## src/rtl/popcount_requester_if.sv

```systemverilog
// Handshake bundle between a word source, the popcount requester, its responder
// and the downstream count sink. master = requester side, slave = environment side.
interface popcount_requester_if #(
  parameter int N = 8
);
  logic         in_valid;
  logic         in_ready;
  logic [N-1:0] in_data;
  logic         start;
  logic [N-1:0] A;
  logic         done;
  logic [N-1:0] result;
  logic         out_valid;
  logic         out_ready;
  logic [N-1:0] out_data;
  logic         busy;
  logic         timeout_err;

  modport master (
    input  in_valid, in_data, done, result, out_ready,
    output in_ready, start, A, out_valid, out_data, busy, timeout_err
  );

  modport slave (
    output in_valid, in_data, done, result, out_ready,
    input  in_ready, start, A, out_valid, out_data, busy, timeout_err
  );
endinterface

```

## src/rtl/popcount_requester.sv

```systemverilog
// Initiator of the start/done popcount handshake; one request outstanding at a time.
// Define TIMEOUT_EN to add a watchdog on the REQ and DRAIN waits.
module popcount_requester #(
  parameter int N              = 8,
  parameter int TIMEOUT_CYCLES = 64
) (
  input  logic                 clk,
  input  logic                 rst_n,
  popcount_requester_if.master bus
);

  typedef enum logic [3:0] {
    IDLE  = 4'b0001,
    REQ   = 4'b0010,
    DRAIN = 4'b0100,
    OUT   = 4'b1000
  } state_t;

  state_t       state, nxt;
  logic         accept, capture, tmo_req, tmo_drain, timeout_hit;
  logic         start_q;
  logic [N-1:0] a_q;
  logic [N-1:0] out_data_q;

  if (TIMEOUT_CYCLES < 1) begin : g_cfg_check
    $error("TIMEOUT_CYCLES must be at least 1");
  end

  always_ff @(posedge clk or negedge rst_n) begin
    if (!rst_n) state <= IDLE;
    else        state <= nxt;
  end

  // done has priority over the watchdog so a late-but-valid result is never lost
  always_comb begin
    nxt       = state;
    accept    = 1'b0;
    capture   = 1'b0;
    tmo_req   = 1'b0;
    tmo_drain = 1'b0;
    case (state)
      IDLE: begin
        if (bus.in_valid) begin
          accept = 1'b1;
          nxt    = REQ;
        end
      end
      REQ: begin
        if (bus.done) begin
          capture = 1'b1;
          nxt     = DRAIN;
        end else if (timeout_hit) begin
          tmo_req = 1'b1;
          nxt     = DRAIN;
        end
      end
      DRAIN: begin
        if (!bus.done) begin
          nxt = OUT;
        end else if (timeout_hit) begin
          tmo_drain = 1'b1;
          nxt       = OUT;
        end
      end
      OUT: begin
        if (bus.out_ready) nxt = IDLE;
      end
      default: nxt = IDLE;
    endcase
  end

  always_ff @(posedge clk or negedge rst_n) begin
    if (!rst_n) begin
      start_q    <= 1'b0;
      a_q        <= '0;
      out_data_q <= '0;
    end else begin
      if (accept) begin
        a_q     <= bus.in_data;
        start_q <= 1'b1;
      end
      if (capture) begin
        out_data_q <= bus.result;
        start_q    <= 1'b0;
      end
      if (tmo_req) begin
        out_data_q <= '1;
        start_q    <= 1'b0;
      end
    end
  end

`ifdef TIMEOUT_EN
  localparam int CW = $clog2(TIMEOUT_CYCLES + 1);

  logic [CW-1:0] wd_cnt;
  logic          err_q;

  // counter restarts on every state change, so it times REQ and DRAIN separately
  assign timeout_hit = (wd_cnt == CW'(TIMEOUT_CYCLES - 1));

  always_ff @(posedge clk or negedge rst_n) begin
    if (!rst_n) begin
      wd_cnt <= '0;
      err_q  <= 1'b0;
    end else begin
      if (state != nxt)
        wd_cnt <= '0;
      else if (state == REQ || state == DRAIN)
        wd_cnt <= wd_cnt + CW'(1);
      if (accept)
        err_q <= 1'b0;
      else if (tmo_req || tmo_drain)
        err_q <= 1'b1;
    end
  end

  assign bus.timeout_err = err_q;
`else
  assign timeout_hit     = 1'b0;
  assign bus.timeout_err = 1'b0;
`endif

  assign bus.in_ready  = (state == IDLE);
  assign bus.busy      = (state != IDLE);
  assign bus.out_valid = (state == OUT);
  assign bus.start     = start_q;
  assign bus.A         = a_q;
  assign bus.out_data  = out_data_q;

endmodule

```

## src/flat_wrapper.sv

```systemverilog
// flat-port wrapper written by rule: the top's interface ports become plain ports
module popcount_requester_flat 
#(
  parameter int N              = 8,
  parameter int TIMEOUT_CYCLES = 64
)
  (clk, rst_n, bus_in_valid, bus_in_data, bus_done, bus_result, bus_out_ready, bus_in_ready, bus_start, bus_A, bus_out_valid, bus_out_data, bus_busy, bus_timeout_err);
  popcount_requester_if #(.N(N)) bus_i ();
  input  logic clk;
  input  logic rst_n;
  input wire logic [$bits(bus_i.in_valid)-1:0] bus_in_valid;
  input wire logic [$bits(bus_i.in_data)-1:0] bus_in_data;
  input wire logic [$bits(bus_i.done)-1:0] bus_done;
  input wire logic [$bits(bus_i.result)-1:0] bus_result;
  input wire logic [$bits(bus_i.out_ready)-1:0] bus_out_ready;
  output wire logic [$bits(bus_i.in_ready)-1:0] bus_in_ready;
  output wire logic [$bits(bus_i.start)-1:0] bus_start;
  output wire logic [$bits(bus_i.A)-1:0] bus_A;
  output wire logic [$bits(bus_i.out_valid)-1:0] bus_out_valid;
  output wire logic [$bits(bus_i.out_data)-1:0] bus_out_data;
  output wire logic [$bits(bus_i.busy)-1:0] bus_busy;
  output wire logic [$bits(bus_i.timeout_err)-1:0] bus_timeout_err;
  assign bus_i.in_valid = bus_in_valid;
  assign bus_i.in_data = bus_in_data;
  assign bus_i.done = bus_done;
  assign bus_i.result = bus_result;
  assign bus_i.out_ready = bus_out_ready;
  assign bus_in_ready = bus_i.in_ready;
  assign bus_start = bus_i.start;
  assign bus_A = bus_i.A;
  assign bus_out_valid = bus_i.out_valid;
  assign bus_out_data = bus_i.out_data;
  assign bus_busy = bus_i.busy;
  assign bus_timeout_err = bus_i.timeout_err;
  popcount_requester #(.N(N), .TIMEOUT_CYCLES(TIMEOUT_CYCLES)) u_core (.clk(clk), .rst_n(rst_n), .bus(bus_i));
endmodule
```

## config.mk

```make
export PLATFORM = sky130hd
export DESIGN_NAME = popcount_requester_flat
export DESIGN_NICKNAME = d
export VERILOG_FILES = /design/src/rtl/popcount_requester_if.sv /design/src/rtl/popcount_requester.sv /design/src/flat_wrapper.sv
export SDC_FILE = /design/constraint.sdc
export NUM_CORES = 1
export LEC_CHECK = 0
export CAP_MARGIN = 40
export CORE_MARGIN = 4
export CORE_UTILIZATION = 24
export DETAILED_ROUTE_END_ITERATION = 6
export REMOVE_ABC_BUFFERS = 1
export SETUP_SLACK_MARGIN = 0.02
export SLEW_MARGIN = 0
export SYNTH_ARGS = -nofsm -noshare
export SYNTH_HDL_FRONTEND = slang
export SYNTH_SLANG_ARGS = --single-unit
```

## constraint.sdc

```tcl
create_clock -name clk -period 2.4 [get_ports clk]
set_input_delay 0.48 -clock clk [delete_from_list [all_inputs] [get_ports clk]]
set_output_delay 0.48 -clock clk [all_outputs]
set_load 0.05 [all_outputs]
```

# Word level (Yosys, flattened, before mapping)
# Cells that the tools add are included.
word_totals:
  inputBits: 21
  reg_bits: 21
  word_cells: 26
classes:
  n_mux: 11
  eq_ne: 9
  n_reduce_logical: 2
ops:
  columns: ["operator", "n"]
  rows:
  - ["4-bit 2-to-1 mux", 4]
  - ["4-bit one-hot mux with 4 select lines", 1]
  - ["2-bit != test, second input constant", 4]
  - ["1-bit 2-to-1 mux", 6]
  - ["4-bit by 1-bit equality test with 1-bit output, second input constant", 1]
  - ["4-bit by 2-bit equality test with 1-bit output, second input constant", 1]
  - ["4-bit by 3-bit equality test with 1-bit output, second input constant", 1]
  - ["4-bit equality test, second input constant", 1]
  - ["4-bit by 1-bit != test with 1-bit output, second input constant", 1]
  - ["4-bit AND reduction", 1]
  - ["2-bit nonzero test", 1]

# Logic depth before layout (Yosys ltp)
# Gate-level depths: netlist of run 1.
logic_depth:
  word_depth: 4
  mapped_depth: 5
  ltp_nobuf: 3

# Worst setup path before layout of run 1
# OpenSTA, ideal clock, no wires.
synth_timing:
  path_type: "reg2out"
  start: "register u_core.state[2]"
  end: "output bus_out_valid"
  path_stages_with_launch: 3
  path_slack_ns: -0.215
  required_time_ns: 1.920
  path_buffers: 1
  t_arrival_ns: 2.135
  path_cell_list: "dfrtp_1 > clkbuf_2 > nor4b_1"
synth_between:
  elab_chain_len: 1
synth_rtl:
  columns: ["item", "line", "rtl"]
  rows:
  - ["from (decl)", "popcount_requester.sv:19", "state_t state, nxt;"]
  - ["from (signal assigned)", "popcount_requester.sv:31", "else state <= nxt;"]
  - ["4-bit equality test", "popcount_requester.sv:126", "assign bus.out_valid = (state == OUT);"]
  - ["to (decl)", "flat_wrapper.sv:19", "output wire logic [$bits(bus_i.out_valid)-1:0] bus_out_valid;"]
# No other way between the ends.

# Final worst setup path of run 1
layout_timing:
  start: "register u_core.state[3]"
  end: "output bus_busy"
layout_between:
  elab_chain_len: 1
layout_rtl:
  columns: ["item", "line", "rtl"]
  rows:
  - ["4-bit by 1-bit != test with 1-bit output", "popcount_requester.sv:125", "assign bus.busy = (state != IDLE);"]
  - ["to (decl)", "flat_wrapper.sv:21", "output wire logic [$bits(bus_i.busy)-1:0] bus_busy;"]
# No other way between the ends.

==> flow_metrics.env, run 1 <==
export IMPL_status="finished clean"
export IMPL_combPwrFrac_pct=59.7
export IMPL_vias=630
export IMPL_synthesis_area_um2=930
export IMPL_htree_levels=1
export IMPL_first_iter_violations=10
export IMPL_worstSkewPairLatency_ps=260
export IMPL_synth_distinct_cells=23
export IMPL_startpoint="u_core.state[3]"
export IMPL_fp_dieH_um=70.2
export IMPL_ir_worst_vdd_mv=0.847
export IMPL_grt_pass1_wl_um=3250
export IMPL_area_growth_pct=51.0
export IMPL_grt_pass1_vias=741
export IMPL_antenna_found_initial=0
export IMPL_first_pass_iters=4
export IMPL_clk_path_buf_depth=2
export IMPL_wire_per_inst_um=12.7
export IMPL_internal_power_mw=1.14
export IMPL_finalSetupViolCount=0
export IMPL_floorplan_initialDensity_pct=25.2
export IMPL_drv_slew=0
export IMPL_worst_slew_pin_slew_ps=525
export IMPL_skew_ps=1.29
export IMPL_clock_tree_root_cell="clkbuf_8"
export IMPL_cts_clk_slew_worst_paths_ps=80
export IMPL_cp_required_ps=1920
export IMPL_synth_cells=63
export IMPL_cts_hold_buf=0
export IMPL_period_share_pct=94.0
export IMPL_drive_gt1_share_pct=24.0
export IMPL_end_kind="output port"
export IMPL_grt_overflow=0
export IMPL_drtAntennaViolNets=0
export IMPL_p_leak_nw=0.607
export IMPL_die_w_um=70.2
export IMPL_viasPerCell=4.14
export IMPL_cts_buffers=3
export IMPL_fin_ws_ps=145
export IMPL_die_area_um2=4930
export IMPL_core_area_um2=3690
export IMPL_drc=0
export IMPL_p_sw_mw=1.01
export IMPL_max_freq_ghz=0.443
export IMPL_crit_type="reg -> out"
export IMPL_hold_viol_final=0
export IMPL_startpoint_type="flip-flop"
export IMPL_powerDensity_nw_per_um2=1530
export IMPL_critPathArrivalTime_ps=1780
export IMPL_avgSynthCellArea_um2=14.8
export IMPL_tritoncts="yes"
export IMPL_postCtsSetupBuffers=0
export IMPL_numPortBuffers=40
export IMPL_r2r_start="u_core.state[3]"
export IMPL_dr_wl_met2_um=1010
export IMPL_std_cell_rows=22
export IMPL_ys_seq_elements=21
export IMPL_grt_max_degree=22
export IMPL_layout_nets=126
export IMPL_clock_sinks=21
export IMPL_rsz0062_at_grt="false"
export IMPL_hold_path_class="reg -> reg"
export IMPL_fin_tns_setup_ps=0
export IMPL_pre_cts_ws_ps=435
export IMPL_seq_area_frac_synth_pct=56.7
export IMPL_pwr_share_clk_pct=10.8
export IMPL_slew_headroom_pct=64.9
export IMPL_switching_share_pct=46.8
export IMPL_min_from="u_core.bus.start"
export IMPL_num_io_pins=42
export IMPL_yosysWarnings=0
export IMPL_route_met3_wl_um=141
export IMPL_grt_use_total_pct=8.30
export IMPL_antennaDiodeCount=0
export IMPL_wl_um=1930
export IMPL_reg2reg_setup_slack_ps=710
export IMPL_gp_congestion=0.750
export IMPL_p_seq_share_pct=29.5
export IMPL_max_cap_viol_count=0
export IMPL_routed_top_layer="met4"
export IMPL_finalCriticalPeriod_ps=2260
export IMPL_met1_length_um=752
export IMPL_crit_path_max_fanout=7
export IMPL_post_cts_resize_count=0
## cell type report
class	instances	area, um2
clock buffers	3	41.3
clock inverters	1	5.00
fillers	370	2280
inverters	2	7.51
multi-input cells	36	360
flip-flops and latches	21	527
well taps	48	60.1
repair buffers	41	403
## cell usage in the layout (no fill, tap or decap), drive strengths merged
cell type | synthesis | final
clkbuf | 1 | 3
buf | 3 | 3
nor2 | 1 | 1
clkinv | 0 | 1
dfrtp | 20 | 20
conb | 1 | 1
xnor2 | 1 | 1
nor2b | 2 | 2
dfstp | 1 | 1
nor4b | 3 | 3
and3 | 1 | 1
a31oi | 1 | 1
inv | 2 | 2
nand2 | 2 | 2
o21a | 2 | 2
o21ai | 1 | 1
mux2 | 16 | 16
nor3 | 2 | 2
clkdlybuf4s50 | 0 | 38
nor3b | 3 | 3
## registers in the layout, indices dropped and copies added (netlist names)
name / count
u_core.bus.A: 8
u_core.bus.out_data: 8
u_core.bus.start: 1
u_core.state: 4
## per-layer routing
metal	up-vias	GRT usage, %
met5	-	0
met4	0	3.19
met3	2	3.88
met2	23	15.3
met1	308	7.87
li1	297	-
## power by group through the flow
stage | combinational, mW | sequential, mW | clock, mW
final | 1.29 | 0.636 | 0.232
after CTS | 1.30 | 0.637 | 0.246
after floorplan | 0.385 | 1.12 | 0
after detailed placement | 1.29 | 0.640 | 0
after global routing | 1.34 | 0.659 | 0.263
after global placement | 1.29 | 0.631 | 0
## through the flow
stage          instance area [um2]  cells  hold WS [ps]  power [mW]  util (%)
2_1_floorplan                  895     59           184        1.51         -
3_3_place_gp                  1360    148           469        1.92      36.8
3_5_place_dp                  1360    148           488        1.93      36.8
4_1_cts                       1400    152           507        2.18      38.1
5_1_grt                       1400    152           528        2.26      38.1
6_report                      1400    152           505        2.15      38.1
## path summary, 6_finish.rpt
path,endpoint,depth (start not counted)
min,u_core.bus.start,1
max in group asynchronous,u_core.state[0],2
max reg2reg,u_core.bus.A[5],3
min reg2reg,u_core.bus.start,1
min in group asynchronous,u_core.bus.A[3],2
max,bus_busy,3
## synth_stat cells
| master | count | share of area [%] |
|---|---|---|
| dfrtp_1 | 20 | 54 |
| inv_1 | 2 | 0.81 |
| a31oi_1 | 1 | 0.67 |
| and3_1 | 1 | 0.67 |
| buf_6 | 2 | 2.4 |
| nor2_1 | 1 | 0.40 |
| nor2b_1 | 2 | 1.3 |
| clkbuf_2 | 1 | 0.54 |
| dfstp_2 | 1 | 2.8 |
| o21a_1 | 2 | 1.6 |
| conb_1 | 1 | 0.40 |
| mux2_2 | 7 | 8.5 |
| buf_4 | 1 | 0.81 |
| nor3_1 | 2 | 1.1 |
| mux2_1 | 1 | 1.2 |
| o21ai_0 | 1 | 0.54 |
| xnor2_1 | 1 | 0.94 |
| nand2_1 | 1 | 0.40 |
| nor4b_1 | 2 | 1.9 |
| mux2_4 | 8 | 13 |
| nor4b_4 | 1 | 2.6 |
| nand2_4 | 1 | 1.2 |
| nor3b_1 | 3 | 2.4 |
## logic make-up after synthesis
logic type / share of synthesized area (%)
flops: 56.7
mux: 22.6
simple gates: 12.0
other cells: 0.403
compound gates: 2.83
buf+inv: 4.58
xor+xnor: 0.942
## critical path: stages (launching register included)
cell	delay, ps
dfrtp_1	470
nor3_1	250
nand2_1	100
clkdlybuf4s50_1	700
Power figures use the tool's default switching activity.
==> inputs of run 2 (changes only) <==
--- a/config.mk
+++ b/config.mk
@@ -9,6 +9,7 @@
 export CORE_MARGIN = 4
 export CORE_UTILIZATION = 24
 export DETAILED_ROUTE_END_ITERATION = 6
+export GPL_ROUTABILITY_DRIVEN = 0
 export REMOVE_ABC_BUFFERS = 1
 export SETUP_SLACK_MARGIN = 0.02
 export SLEW_MARGIN = 0
==> results of run 2 <==
Final layout, timing and power as in run 1 (identical DEF).
